==> config.mk <==
export PLATFORM = sky130hd
export DESIGN_NAME = sound_mixer
export DESIGN_NICKNAME = d
export VERILOG_FILES = /design/src/rtl/sound_mixer.sv
export SDC_FILE = /design/constraint.sdc
export NUM_CORES = 1
export LEC_CHECK = 0
export BUFFER_PORTS_ARGS = -buffer_cell sky130_fd_sc_hd__buf_2
export CORE_UTILIZATION = 25
export DETAILED_ROUTE_END_ITERATION = 8
export PLACE_DENSITY = 0.42
export SYNTH_ARGS = -nofsm -noshare
export SYNTH_HDL_FRONTEND = slang
export SYNTH_SLANG_ARGS = --single-unit
==> constraint.sdc <==
create_clock -name clk -period 3.7 [get_ports clk]
set_input_delay 0.37 -clock clk [delete_from_list [all_inputs] [get_ports clk]]
set_output_delay 0.37 -clock clk [all_outputs]
set_load 0.02 [all_outputs]
==> src/rtl/sound_mixer.sv <==
// rtl/sound_mixer.sv - volume-scaled, click-free audio output stage
//
// Takes a signed 12-bit sample and emits a signed 16-bit sample once every
// CLK_DIV clocks. The volume is applied by an 8-step shift-add multiplier.
// Volume and mute changes are ramped by one LSB per output sample.
//
// Ports:
//   clk           system clock
//   reset_n       asynchronous active-low reset
//   audio_in      signed 12-bit sample from the sound engine
//   volume_in     unsigned 8-bit volume target
//   volume_write  1-cycle strobe that loads volume_in into the volume target
//   mute          level; while high the effective volume target is 0
//   audio_out     signed 16-bit scaled sample, held between updates
//   sample_strobe 1-cycle pulse in the cycle audio_out takes a new value
//   busy          high while the multiplier is running
module sound_mixer #(
    parameter int         CLK_DIV  = 500,
    parameter logic [7:0] VOL_INIT = 8'd255
) (
    input  logic        clk,
    input  logic        reset_n,
    input  logic [11:0] audio_in,
    input  logic [7:0]  volume_in,
    input  logic        volume_write,
    input  logic        mute,
    output logic [15:0] audio_out,
    output logic        sample_strobe,
    output logic        busy
);

    localparam int DIV_W = $clog2(CLK_DIV);

    typedef enum logic [1:0] {
        IDLE = 2'd0,
        MUL  = 2'd1,
        OUT  = 2'd2
    } state_t;

    state_t           state;
    logic [DIV_W-1:0] div_cnt;
    logic             tick;
    logic [7:0]       vol_cur;
    logic [7:0]       vol_target;
    logic [7:0]       eff_target;
    logic [19:0]      acc;
    logic [19:0]      mcand;
    logic [7:0]       mplier;
    logic [2:0]       bit_cnt;

    assign tick       = (div_cnt == DIV_W'(CLK_DIV - 1));
    assign eff_target = mute ? 8'd0 : vol_target;

    // Free-running sample-rate divider; nothing but reset disturbs it.
    always_ff @(posedge clk or negedge reset_n) begin
        if (!reset_n) begin
            div_cnt <= '0;
        end else if (tick) begin
            div_cnt <= '0;
        end else begin
            div_cnt <= div_cnt + 1'b1;
        end
    end

    // Volume ramp. vol_cur starts at 0 so power-up is a soft fade-in.
    // The step compares against the pre-edge target, so a write or mute
    // change landing on a tick is seen at the next tick.
    always_ff @(posedge clk or negedge reset_n) begin
        if (!reset_n) begin
            vol_cur    <= 8'd0;
            vol_target <= VOL_INIT;
        end else begin
            if (volume_write) begin
                vol_target <= volume_in;
            end
            if (tick) begin
                if (vol_cur < eff_target) begin
                    vol_cur <= vol_cur + 8'd1;
                end else if (vol_cur > eff_target) begin
                    vol_cur <= vol_cur - 8'd1;
                end
            end
        end
    end

    // Multiplier sequencer. The sample and the pre-step volume are captured
    // on the tick edge, so later audio_in or volume activity cannot disturb
    // the product being formed. The multiplicand is sign-extended to 20 bits;
    // after at most 7 shifts it still fits, so the top bit can be dropped.
    always_ff @(posedge clk or negedge reset_n) begin
        if (!reset_n) begin
            state         <= IDLE;
            acc           <= '0;
            mcand         <= '0;
            mplier        <= '0;
            bit_cnt       <= '0;
            audio_out     <= '0;
            sample_strobe <= 1'b0;
            busy          <= 1'b0;
        end else begin
            sample_strobe <= 1'b0;
            case (state)
                IDLE: begin
                    if (tick) begin
                        acc     <= '0;
                        mcand   <= {{8{audio_in[11]}}, audio_in};
                        mplier  <= vol_cur;
                        bit_cnt <= '0;
                        busy    <= 1'b1;
                        state   <= MUL;
                    end
                end
                MUL: begin
                    if (mplier[0]) begin
                        acc <= acc + mcand;
                    end
                    mcand   <= {mcand[18:0], 1'b0};
                    mplier  <= {1'b0, mplier[7:1]};
                    bit_cnt <= bit_cnt + 3'd1;
                    if (bit_cnt == 3'd7) begin
                        state <= OUT;
                    end
                end
                OUT: begin
                    // Dropping the low nibble of a two's-complement value floors.
                    audio_out     <= acc[19:4];
                    sample_strobe <= 1'b1;
                    busy          <= 1'b0;
                    state         <= IDLE;
                end
                default: begin
                    state <= IDLE;
                end
            endcase
        end
    end

endmodule
==> results.ini <==
[setup_path]
rr_worst_depth = 14
critical_path_arrival_ns = 3.46
cp-end-kind = flip-flop
slowest_delay_ns = 0.53
path_class = flip-flop to flip-flop
crit_required_ns = 3.93
worstPathMaxFanout = 9
worstPathCellList = nand2b_1, ha_1, nor2b_1, o211ai_1, a21oi_1, a211o_1, ha_1, a21o_1, a211oi_1, o21ai_0, o211ai_1, xor2_1, nor2_1, xor2_1
start_kind = flip-flop
crit_slowest_cell = dfstp_2

[final_layout]
multiInputGateArea_um2 = 2810
fillers = 2208
num_antenna_cells = 0
regArea_um2 = 2410
drive_gt1_share_pct = 17.5
areaGrowthSynthToFinish_pct = 14.7
nets = 646

[sta]
fin_tns_setup_ns = 0
hold_viol = 0
clock_skew_ns = 0.00702
holdWs_ns = 0.140
rsz0062_at_grt = no
slew_viol_final = 0
post-route-period-util_pct = 87.3
period_minus_slack_ns = 3.23
fmax_ghz = 0.310
relSlewSlack_pct = 35.1
setup_violations = 0
worst_slew_pin_slew_ns = 0.973

[detailed_routing]
wl_met2_um = 5810
vias = 4010
wl_met1_um = 6090
antenna_left = 0
routed_wl_um = 12500
top_layer = met4
wl_met3_um = 376
route.detailed.vias_per_inst = 4.65
drt_first_iter_violations = 187
dr.pass1.iters = 4
drc = 0
post_drt_wl_per_cell_um = 14.5

[clock_network]
tritoncts = built
post_cts_buffers = 0
cts-resized-gates = 0
root_buffer = clkbuf_16
cts_hold_buf = 0
clkSinkCount = 96
clock_path_buffers = 2
clkLatencyLatePin_ns = 0.35
clk_pin_slew_ns = 0.07
cts_buffers = 9
h-tree-depth = 3

[logic_synthesis]
synth_top_area_cell = dfrtp_1
yosys.cell_types.count = 57
yosysMostFrequentCell = dfrtp_1
ys_warn_count = 0
avgSynthCellArea_um2 = 9.72
synth_edf_count = 0
synthArstFlopShare_pct = 100
ys.flop_type = dfrtp_1
synth.net_count = 615
netlist_area_um2 = 5370
synth_top_area_share_pct = 41.0
seq_area_frac_synth_pct = 44.9
ys_ff_latch = 96
syn_inst = 553
synth_area_leaders = dfrtp_1 (41%), ha_1 (8.4%), mux2_2 (5.4%)
synth_common_cells = dfrtp_1 (88), nand2_1 (70), nor2_1 (51)

[floorplanning]
dieArea_um2 = 22100
initial_core_util_pct = 25.6
die-height_um = 149
die_x_um = 149
num_rows = 53
io_pins = 42
coreArea_um2 = 21000

[power_and_ir_drop]
ir_worst_vdd_mv = 0.193
p_per_area_nw_per_um2 = 351
p_leak_uw = 0.00286
finalPower_uw = 2160

[run]
drv_cap = 0

[placement]
port_buffers = 41
place_congestion = 0.810
dp_hpwl_um = 8960

[global_routing]
grt_usage_pct = 12.3
grt_first_pass_wirelength_um = 21200
grt_pass1_vias = 4146
antenna_found_initial = 0
grt_max_degree = 65
grt-ovfl-total = 0

[status]
status = complete, no violations

[min_path]
holdCritPathClass = input pin to asynchronous set/reset pin

layout make-up:
class	instances	share of cell area [%]
Clock buffer	11	3.78
Clock inverter	4	1.14
Inverter	10	0.609
Multi-Input combinational cell	419	45.5
Sequential cell	96	39.1
Tap cell	275	5.58
Timing Repair Buffer	48	4.22
cell usage in the layout (no fill, tap or decap), drive strengths merged, types with 2 or more instances in the layout:
master,n
mux2i,3
and2,4
o211ai,4
a22o,4
buf,48
or3,3
clkinv,2
nor3b,5
a211o,2
mux2,26
and3,3
nor2,52
nand3b,2
xnor2,14
nor2b,8
a31oi,19
nand3,7
a211oi,5
a21oi,42
nand2b,10
nand4,5
a21o,15
o41ai,2
nor3,7
clkbuf,11
o31ai,4
xor2,8
bufinv,2
o21ai,34
dfstp,8
inv,10
nand2,70
ha,36
or4,2
a22oi,4
o21bai,5
fa,2
dfrtp,88
kinds of logic (layout without fill, tap and decap cells):
group                      Yosys count  after routing  share of synthesized area (%)
AOI/OAI and AO/OA                  148            148                           17.6
buffers and inverters               38             73                           3.03
xor gates and xnor gates            22             22                           3.59
adders and majority gates           38             38                           9.13
DFF                                 96             96                           44.9
muxes                               29             29                           6.01
and+or+nand+nor                    182            182                           15.7
power breakdown:
part           switching, uW  total, uW  internal [uW]
Combinational           59.7        103           43.7
Sequential              4.58       1070           1060
Clock                    402        989            587
path summary, 6_finish.rpt:
kind	from	end	slack (ns)
setup / recovery	vol_target[1]	vol_cur[7]	0.47
hold / removal	reset_n	acc[6]	0.14
setup reg to reg	vol_target[1]	vol_cur[7]	0.47
hold reg to reg	div_cnt[8]	div_cnt[8]	0.49
max in group asynchronous	reset_n	vol_target[4]	2.72
min in group clk	volume_in[4]	vol_target[4]	0.25
state kept, by name, indices dropped and copies added (netlist names):
register,flops
div_cnt,9
state,2
bit_cnt,3
sample_strobe,1
audio_out,16
busy,1
vol_target,8
mplier,8
mcand,20
vol_cur,8
acc,20
per-stage QoR:
stage	utilization [%]	setup WS [ns]	area [um2]	cells
2_1_floorplan	-	0.692	5370	553
3_3_place_gp	27.9	0.417	5860	848
3_5_place_dp	27.9	0.389	5860	848
4_1_cts	29.3	0.450	6160	863
5_1_grt	29.3	0.221	6160	863
6_report	29.3	0.470	6160	863
per-layer routing:
metal | vias up | track usage (%)
li1 | 2047 | -
met1 | 1892 | 16.1
met2 | 53 | 19.8
met3 | 18 | 2.61
met4 | 0 | 4.38
met5 | - | 0
worst max-delay path: cells and delay by family, from the launching register on:
kind                     cells  cell delay [ns]
XOR/XNOR                     2             0.31
flip-flops                   1             0.53
AND/OR/NAND/NOR              3             0.26
AO/OA/AOI/OAI                7             1.40
adder cells (fa/ha/maj)      2             0.62
(Power assumes the default switching activity.)
